## src/rtl/bus_master_if.sv

```systemverilog
// CPU-side bus master: one outstanding load/store, one-hot slave select.
// Optional abort of stuck cycles when BUS_TIMEOUT_EN is defined.
module bus_master_if #(
  parameter int DW             = 32,
  parameter int AW             = 32,
  parameter int SW             = 16,
  parameter int TIMEOUT_CYCLES = 255
) (
  input  logic          clk,
  input  logic          rst,
  input  logic          cpu_ce_i,
  input  logic          cpu_we_i,
  input  logic [AW-1:0] cpu_addr_i,
  input  logic [DW-1:0] cpu_data_i,
  input  logic          hold_i,
  input  logic          flush_i,
  output logic [DW-1:0] cpu_data_o,
  output logic          cpu_err_o,
  output logic          stallreq_o,
  output logic [AW-1:0] m_addr_o,
  output logic [DW-1:0] m_data_o,
  output logic          m_we_o,
  output logic [SW-1:0] m_select_o,
  input  logic [DW-1:0] m_data_i,
  input  logic          m_ack_i
);

  typedef enum logic [1:0] {
    IDLE,
    BUSY,
    WAIT_STALL
  } state_t;

  state_t        state_q, state_d;
  logic [AW-1:0] m_addr_q;
  logic [DW-1:0] m_data_q;
  logic          m_we_q;
  logic [SW-1:0] m_sel_q;
  logic [DW-1:0] rd_buf_q;

  logic [3:0]    region;
  logic          req_ok;
  logic          req_bad;
  logic          ack_ok;
  logic          tmo;
  logic          bus_end;
  logic [DW-1:0] ack_data;

  assign region   = cpu_addr_i[AW-1:AW-4];
  assign req_ok   = (state_q == IDLE) && cpu_ce_i
                    && !flush_i && !region[3];
  assign req_bad  = (state_q == IDLE) && cpu_ce_i
                    && !flush_i && region[3];
  assign ack_ok   = (state_q == BUSY) && !flush_i && m_ack_i;
  assign ack_data = m_we_q ? '0 : m_data_i;

`ifdef BUS_TIMEOUT_EN
  logic [7:0] cnt_q;

  assign tmo = (state_q == BUSY) && !flush_i && !m_ack_i
               && (cnt_q == 8'(TIMEOUT_CYCLES - 1));

  // Count BUSY cycles without ack; restart on every accepted request
  always_ff @(posedge clk) begin
    if (rst) begin
      cnt_q <= '0;
    end else if (req_ok) begin
      cnt_q <= '0;
    end else if ((state_q == BUSY) && !m_ack_i && !flush_i) begin
      cnt_q <= cnt_q + 8'd1;
    end
  end
`else
  logic unused_tmo;

  assign tmo        = 1'b0;
  assign unused_tmo = ^8'(TIMEOUT_CYCLES);
`endif

  assign bus_end = (state_q == BUSY) && (flush_i || ack_ok || tmo);

  // State register
  always_ff @(posedge clk) begin
    if (rst) state_q <= IDLE;
    else     state_q <= state_d;
  end

  // Next-state: flush beats ack/timeout, which beat new requests
  always_comb begin
    state_d = state_q;
    unique case (state_q)
      IDLE: begin
        if (req_ok) state_d = BUSY;
      end
      BUSY: begin
        if (flush_i)            state_d = IDLE;
        else if (ack_ok || tmo) state_d = hold_i ? WAIT_STALL : IDLE;
      end
      WAIT_STALL: begin
        if (flush_i || !hold_i) state_d = IDLE;
      end
      default: state_d = IDLE;
    endcase
  end

  // Bus-side registers and read-data buffer
  always_ff @(posedge clk) begin
    if (rst) begin
      m_addr_q <= '0;
      m_data_q <= '0;
      m_we_q   <= 1'b0;
      m_sel_q  <= '0;
      rd_buf_q <= '0;
    end else begin
      if (req_ok) begin
        m_addr_q <= cpu_addr_i;
        m_data_q <= cpu_data_i;
        m_we_q   <= cpu_we_i;
        m_sel_q  <= SW'(1) << region;
      end else if (bus_end) begin
        m_we_q   <= 1'b0;
        m_sel_q  <= '0;
      end
      if (ack_ok)   rd_buf_q <= ack_data;
      else if (tmo) rd_buf_q <= '0;
    end
  end

  // Pipeline-side outputs are combinational from state and bus inputs
  always_comb begin
    stallreq_o = 1'b0;
    cpu_err_o  = 1'b0;
    cpu_data_o = '0;
    if (!rst) begin
      unique case (state_q)
        IDLE: begin
          stallreq_o = req_ok;
          cpu_err_o  = req_bad;
        end
        BUSY: begin
          if (!flush_i) begin
            if (ack_ok)   cpu_data_o = ack_data;
            else if (tmo) cpu_err_o  = 1'b1;
            else          stallreq_o = 1'b1;
          end
        end
        WAIT_STALL: begin
          cpu_data_o = rd_buf_q;
        end
        default: begin
          stallreq_o = 1'b0;
        end
      endcase
    end
  end

  assign m_addr_o   = m_addr_q;
  assign m_data_o   = m_data_q;
  assign m_we_o     = m_we_q;
  assign m_select_o = m_sel_q;

endmodule

```

## config.mk

```make
export PLATFORM = sky130hd
export DESIGN_NAME = bus_master_if
export DESIGN_NICKNAME = d
export VERILOG_FILES = /design/src/rtl/bus_master_if.sv
export SDC_FILE = /design/constraint.sdc
export NUM_CORES = 1
export LEC_CHECK = 0
export ABC_AREA = 1
export BUFFER_PORTS_ARGS = -buffer_cell sky130_fd_sc_hd__buf_2
export CAP_MARGIN = 40
export CORE_ASPECT_RATIO = 1.25
export CORE_UTILIZATION = 46
export DETAILED_ROUTE_END_ITERATION = 8
export PLACE_DENSITY = 0.79
export SLEW_MARGIN = 20
export SYNTH_ARGS = -nofsm -noshare
export SYNTH_HDL_FRONTEND = slang
export SYNTH_SLANG_ARGS = --single-unit
```

## constraint.sdc

```tcl
create_clock -name clk -period 1.7 [get_ports clk]
set_clock_uncertainty 0.2 [all_clocks]
set_input_delay 0.17 -clock clk [delete_from_list [all_inputs] [get_ports clk]]
set_output_delay 0.17 -clock clk [all_outputs]
set_load 0.01 [all_outputs]
```

==> results.txt, run 1 <==
Initial Util: 48.0%
WHS: 0.0327 ns
Switching Power: 2910 uW
CP cell instances: inv_4, ha_4, inv_4, nor2_4, nand2_8, buf_6, nor2_1, inv_1, a21oi_2, buf_2
Post-Layout Inst Area: 8920 sq um
maxcap violations: 0
clock latency on the worst-skew pair: 0.41 ns
most frequent CP cell: inv_4
number of core rows: 40
fmax: 408 MHz
met3 capacity usage during global routing: 8.90%
ys flop type: dfxtp_1
synth warn: 0
CP required: 1.33 ns
dpl cell area: 6200 sq um
via count: 6614
Hold Crit Class: in2reg
maximum vdd drop: 0.000767 V
root buf cell: clkbuf_16
Clock Pin Slew Worst Setup and Hold Paths: 0.06 ns
fraction of layout cells with a size suffix above 1: 51.7%
grt total ovfl: 0
CP max stage delay: 0.34 ns
RSZ-0062 raised after global routing: yes
Area Growth Syn to Fin: 91.6%
Synth cell types: 22
P_int: 6580 uW
slowest cell on the critical path: dfxtp_2
grt peak-use layer: met2
TritonCTS clock tree: done
clock group share of total power: 39.6%
die height: 114 microns
#FFs+latches synth: 115
post-layout util: 91.9%
grt met2 use: 60.0%
drt initial violations: 648
Crit path max-delay family: buffers and inverters
sw frac: 30.7%
initial antenna violation count: 1
most common cell in the netlist: nor2_1
M1 GR Usage: 32.8%
Crit Path Class: reg2out
max_slew headroom: 57.5%
Remaining DRCs: 0
PwrDens: 1060 nW/um^2
Logic pwr share: 27.1%
total CTS buffers: 17
violated checks: setup timing
DP HPWL: 8.92 mm
htree depth: 4
Total GRT Usage: 32.6%
largest net degree at the start of global routing: 51
nets@finish: 1124
P_leak: 0.00400 uW
Worst setup EP type: output pin
Buf+Inv Stages, Crit Path: 5
synthesized area: 4660 sq um
crit-path max FO: 7
number of global-route vias before repair: 5808
routed len/inst: 20.6 microns
CP arrival: 2.08 ns
Final Hold Viols: 0
core footprint: 9710 sq um
post-synthesis area per instance: 7.08 sq um
Worst-Margin Slew: 0.637 ns
# setup viols final: 139
CTS Buffer Depth: 2
status: complete, but fails checks
DIE AREA: 10500 sq um
Slew Limit Fails: 0
Die X: 92.0 microns
Via density: 5.71
Final ANT Viol Nets: 0
cell count after synthesis: 658
global-route wire length before repair: 26.7 mm
I/O Pins: 218
Synth area leader: dfxtp_1
synth cell count leaders: nor2_1 (167), nand2_1 (124), dfxtp_1 (115)
setup tns final: -38.34 ns
share of the synthesized area in the top cell type: 49.4%
PortBufs: 217
register area share after synthesis: 49.4%
CP Launch Type: flop
final setup margin: -0.749 ns
TritonRoute pass-1 iters: 7
Final Cycle Share: 144%
routed wire length: 23.9 mm
routability cong.: 0.816
Synth area leaders: dfxtp_1 (49%), nor2_1 (13%), nand2_1 (10%)
Async S/R FF share, synth: 0%
power share of the sequential group: 33.2%
number of synthesized flops with an enable pin: 0
Final Critical Period: 2.45 ns
clk sinks: 115
Mapped Nets: 764
==> per-layer routing <==
layer,routed length (microns),up-vias
met5,0,-
met4,1780,0
met3,2350,182
met2,11900,590
met1,7850,3036
li1,-,2806
==> cell type report <==
type / instances / area [sq um]
diodes: 2 / 5.00
fillers: 375 / 786
multi-input cells: 454 / 2660
inverters: 45 / 200
clock inverters: 8 / 124
repair buffers: 385 / 2980
well taps: 126 / 158
clock buffers: 24 / 492
flip-flops and latches: 115 / 2300
==> flip-flops by register name (all words and copies together), names as in the netlist <==
name        flops
m_addr_o       32
m_data_o       32
rd_buf_q       32
m_select_o     16
state_q         2
m_we_o          1
==> power by group through the flow <==
| stage | Sequential (uW) | Combinational, uW | Clock [uW] |
|---|---|---|---|
| global placement | 3110 | 1490 | 0 |
| CTS | 3070 | 1950 | 3700 |
| finish | 3160 | 2580 | 3760 |
| global route | 3160 | 2680 | 3890 |
| detailed placement | 3120 | 1500 | 0 |
| floorplan | 3200 | 754 | 0 |
==> worst reg2reg max path: stages (launching register included) <==
cell     delay [ns]
dfxtp_2        0.37
inv_4          0.05
buf_4          0.14
ha_4           0.16
nand2_2        0.06
nor2_1         0.05
nand2_2        0.11
buf_12         0.17
buf_12         0.15
buf_12         0.15
o21ai_1        0.08
nor2_1         0.24
==> kinds of logic (layout without fill, tap and decap cells) <==
kind of cell    count (synthesis)  count (layout)  share of synthesized area [%]
buf+inv                        89             462                           8.79
other cells                     0               2                              0
simple gates                  310             310                           25.7
compound gates                141             141                           15.2
flops                         115             115                           49.4
fa+ha+maj                       3               3                          0.806
==> path summary, 6_finish.rpt <==
kind | from | cells past startpoint | to | slack, ns
max | state_q[1]$_SDFFE_PP0P_ | 10 | cpu_data_o[12] | -0.75
min | m_data_i[25] | 6 | rd_buf_q[25]$_SDFFE_PP0N_ | 0.03
max reg2reg | state_q[1]$_SDFFE_PP0P_ | 11 | m_data_o[1]$_SDFFE_PP0P_ | -0.30
min reg2reg | m_select_o[9]$_SDFFE_PP0P_ | 2 | m_select_o[9]$_SDFFE_PP0P_ | 0.24
==> metrics by stage <==
step | worst slack (ns) | power [uW] | cells
after floorplan | 0.00110 | 3960 | 658
after global placement | -0.107 | 4590 | 1007
after detailed placement | -0.166 | 4620 | 1007
after CTS | -0.425 | 8720 | 1136
after global routing | -0.751 | 9740 | 1158
final | -0.749 | 9490 | 1159
==> what timing repair did <==
item                                    CTS  global route
endpoints found under the hold margin    86             0
gates resized for setup                  77           211
hold buffers                             77             0
setup buffers                            16            18
pin swaps                                 6            29
gates cloned                              4             8
endpoints found under the setup margin  107           128
==> placed cells by master (no fill, tap or decap), types with 32 or more instances in the layout <==
cell type      count
dfxtp_1          113
nor2_4            32
nand2_1          114
a21oi_2           46
buf_2            216
nor2_2            39
buf_4             52
nor2_1            99
dlygate4sd3_1     77
(Power assumes the default switching activity.)
==> run 2, diff against run 1 <==
--- a/config.mk
+++ b/config.mk
@@ -9,9 +9,10 @@
 export BUFFER_PORTS_ARGS = -buffer_cell sky130_fd_sc_hd__buf_2
 export CAP_MARGIN = 40
 export CORE_ASPECT_RATIO = 1.25
-export CORE_UTILIZATION = 46
+export CORE_UTILIZATION = 48
+export CTS_BUF_LIST = sky130_fd_sc_hd__clkbuf_2
 export DETAILED_ROUTE_END_ITERATION = 8
-export PLACE_DENSITY = 0.79
+export PLACE_DENSITY = 0.82
 export SLEW_MARGIN = 20
 export SYNTH_ARGS = -nofsm -noshare
 export SYNTH_HDL_FRONTEND = slang
==> run 2 against run 1 <==
Against the previous run:
- area after synthesis did not move
- the flow now stops in 5_1_grt
- synthesized cell count is the same
==> results.txt, run 2 <==
#FFs+latches synth: 115
die height: 112 microns
number of synthesized flops with an enable pin: 0
register area share after synthesis: 49.4%
Error: [ERROR GRT-0232] Routing congestion too high. Check the congestion heatmap in the GUI.
cell count after synthesis: 658
synth cell count leaders: nor2_1 (167), nand2_1 (124), dfxtp_1 (115)
I/O Pins: 218
synthesized area: 4660 sq um
total CTS buffers: 17
critical endpoint after global-route timing repair: cpu_data_o[10]
number of core rows: 39
post-synthesis area per instance: 7.08 sq um
Synth cell types: 22
clk sinks: 115
Mapped Nets: 764
Die X: 90.1 microns
Synth area leaders: dfxtp_1 (49%), nor2_1 (13%), nand2_1 (10%)
routability cong.: 0.858
htree depth: 4
DP HPWL: 8.53 mm
most common cell in the netlist: nor2_1
synth warn: 0
dpl cell area: 6060 sq um
Stopped at: 5_1_grt
Total GRT Usage: 85.3%
status: stopped before the end
Initial Util: 50.2%
share of the synthesized area in the top cell type: 49.4%
PortBufs: 217
Synth area leader: dfxtp_1
grt total ovfl: 290
worst endpoint type: top-level output
largest net degree at the start of global routing: 74
Async S/R FF share, synth: 0%
CTS Buffer Depth: 2
ys flop type: dfxtp_1
root buf cell: clkbuf_2
-- run 2: layer usage --
layer / track usage, % / overflow
met3: 65.7 / 0
met5: 8.82 / 0
met1: 81.1 / 0
met2: 106 / 182
met4: 99.9 / 108
-- run 2: logic make-up after synthesis --
kind of cell	Yosys count	share of synthesized area (%)
AOI/OAI and AO/OA	141	15.2
adders and majority gates	3	0.806
buffers and inverters	89	8.79
DFF	115	49.4
and+or+nand+nor	310	25.7
-- run 2: what timing repair did --
item | 4_1_cts
hold buffers | 94
endpoints found under the setup margin | 108
gates resized for setup | 191
pin swaps | 13
cloned | 13
setup buffers | 57
endpoints found under the hold margin | 115
-- run 2: metrics by stage --
step	utilization (%)	worst slack, ns	TNS [ns]	std cells
CTS	92.6	-0.837	-47.78	1185
detailed placement	65.4	-0.0950	-2.54	989
floorplan	-	0.00110	0	658
global placement	65.4	-0.0869	-1.35	989
==> run 3, diff against run 2 <==
--- a/config.mk
+++ b/config.mk
@@ -8,11 +8,9 @@
 export ABC_AREA = 1
 export BUFFER_PORTS_ARGS = -buffer_cell sky130_fd_sc_hd__buf_2
 export CAP_MARGIN = 40
-export CORE_ASPECT_RATIO = 1.25
-export CORE_UTILIZATION = 48
-export CTS_BUF_LIST = sky130_fd_sc_hd__clkbuf_2
+export CORE_UTILIZATION = 33
 export DETAILED_ROUTE_END_ITERATION = 8
-export PLACE_DENSITY = 0.82
+export PLACE_DENSITY_LB_ADDON = 0.15
 export SLEW_MARGIN = 20
 export SYNTH_ARGS = -nofsm -noshare
 export SYNTH_HDL_FRONTEND = slang
==> run 3 against run 2 <==
Against the previous run:
- the flow now finishes, with violations (setup timing)
==> results.txt, run 3 (synthesized netlist as in run 1, its figures left out) <==
Critical path origin: state_q[1]$_SDFFE_PP0P_
Storage cell area: 2300 sq um
I/O Pins: 218
TritonCTS clock tree: done
CP required: 1.33 ns
Via density: 4.56
fraction of layout cells with a size suffix above 1: 50.4%
Area Growth Syn to Fin: 100%
PwrDens: 1050 nW/um^2
via count: 5607
initial antenna violation count: 0
die height: 121 microns
final setup margin: -0.460 ns
fillcell total: 1114
multi-input logic area: 2750 sq um
diodes inserted: 0
DP HPWL: 9.22 mm
CP Launch Type: flop
number of global-route vias before repair: 5189
WHS: 0.00515 ns
Crit Path Class: reg2out
Layout Cells excl Fill: 1230
max_slew headroom: 59.8%
r2r setup slk: -0.18 ns
PortBufs: 217
Slew Limit Fails: 0
most frequent cells in the layout: buf_2 (217), dfxtp_1 (113), nand2_1 (107)
nets@finish: 1143
Worst setup EP type: output pin
Final Hold Viols: 0
total CTS buffers: 17
RSZ-0062 raised after global routing: yes
drt initial violations: 166
Final Critical Period: 2.16 ns
Die X: 121 microns
routed wire length: 17.0 mm
status: complete, but fails checks
fmax: 463 MHz
clk sinks: 115
grt total ovfl: 0
Final Cycle Share: 127%
core footprint: 13800 sq um
routed len/inst: 13.9 microns
clock latency on the worst-skew pair: 0.42 ns
R2R Path End: m_data_o[6]$_SDFFE_PP0P_
reg2reg start: state_q[1]$_SDFFE_PP0P_
htree depth: 4
root buf cell: clkbuf_16
commonest non-fill, non-tap cell in the layout: buf_2
violated checks: setup timing
largest net degree at the start of global routing: 44
placed cell count: 1075
global-route wire length before repair: 23.8 mm
routability cong.: 0.768
DIE AREA: 14600 sq um
crit path to: cpu_data_o[13]
maximum vdd drop: 0.000632 V
number of core rows: 43
Worst-Margin Slew: 0.604 ns
post-layout util: 67.5%
CTS Buffer Depth: 2
Initial Util: 33.7%
Total GRT Usage: 20.7%
Final ANT Viol Nets: 0
CP arrival: 1.79 ns
Remaining DRCs: 0
Hold Crit Class: in2reg
# setup viols final: 109
Clock Pin Slew Worst Setup and Hold Paths: 0.05 ns
FF-to-FF path depth: 12
maxcap violations: 0
P_leak: 0.00419 uW
crit-path max FO: 17
TritonRoute pass-1 iters: 4
[run 3: timing repair]
action | CTS | global route
hold endpoints to repair | 97 | 0
gates resized for setup | 70 | 228
pin swaps | 5 | 26
setup buffers | 16 | 14
gates cloned | 2 | 13
hold buffers | 89 | 0
endpoints found under the setup margin | 104 | 132
[run 3: final cells by class]
cell class	count	area share, %
clock buffer	23	5.12
clock inverter	9	2.13
inverter	45	2.12
multi-input combinational	454	29.5
sequential	115	24.7
tap	180	2.41
timing repair buffer	402	33.7
timing repair inverter	2	0.349
[run 3: worst min path at each step]
stage                              from                        end  slack (ns)  cells past startpoint
after floorplan                cpu_we_i        m_we_o$_SDFFE_PP0P_        0.12                      2
after global placement    cpu_data_i[5]   m_data_o[5]$_SDFFE_PP0P_        0.21                      3
after detailed placement  cpu_addr_i[0]   m_addr_o[0]$_SDFFE_PP0P_        0.21                      3
after CTS                  m_data_i[29]  rd_buf_q[29]$_SDFFE_PP0N_     0.00006                      6
after global routing       m_data_i[23]  rd_buf_q[23]$_SDFFE_PP0N_        0.02                      6
final                      m_data_i[23]  rd_buf_q[23]$_SDFFE_PP0N_       0.005                      6
[run 3: through the flow]
stage          total power, uW  setup TNS (ns)  setup WS (ns)  instance area (sq um)
2_1_floorplan             3960               0        0.00110                   4720
3_3_place_gp              4680           -3.02         -0.134                   6380
3_5_place_dp              4680           -5.31         -0.141                   6380
4_1_cts                   9160          -15.37         -0.490                   8320
5_1_grt                  10200          -31.01         -0.564                   9330
6_report                  9790          -20.92         -0.460                   9330
[run 3: where the power goes]
part | internal [uW] | switching (uW)
clock network | 2860 | 1250
registers | 2950 | 206
logic | 1280 | 1240
[run 3: metal layers]
layer  part of all wire [%]  up-vias  GRT usage (%)
met5                      0        -              0
met4                    2.4        0           8.95
met3                    6.1       33           7.17
met2                     50      171           35.5
met1                     41     2561           23.2
li1                       -     2842              -
[run 3: critical path, cell delays in order, from the launching register on]
cell,delay (ns)
dfxtp_2,0.33
inv_4,0.06
ha_4,0.13
inv_2,0.04
nor2_4,0.10
nand2_4,0.10
buf_12,0.17
nor2_2,0.09
inv_2,0.05
a21oi_2,0.15
buf_2,0.15
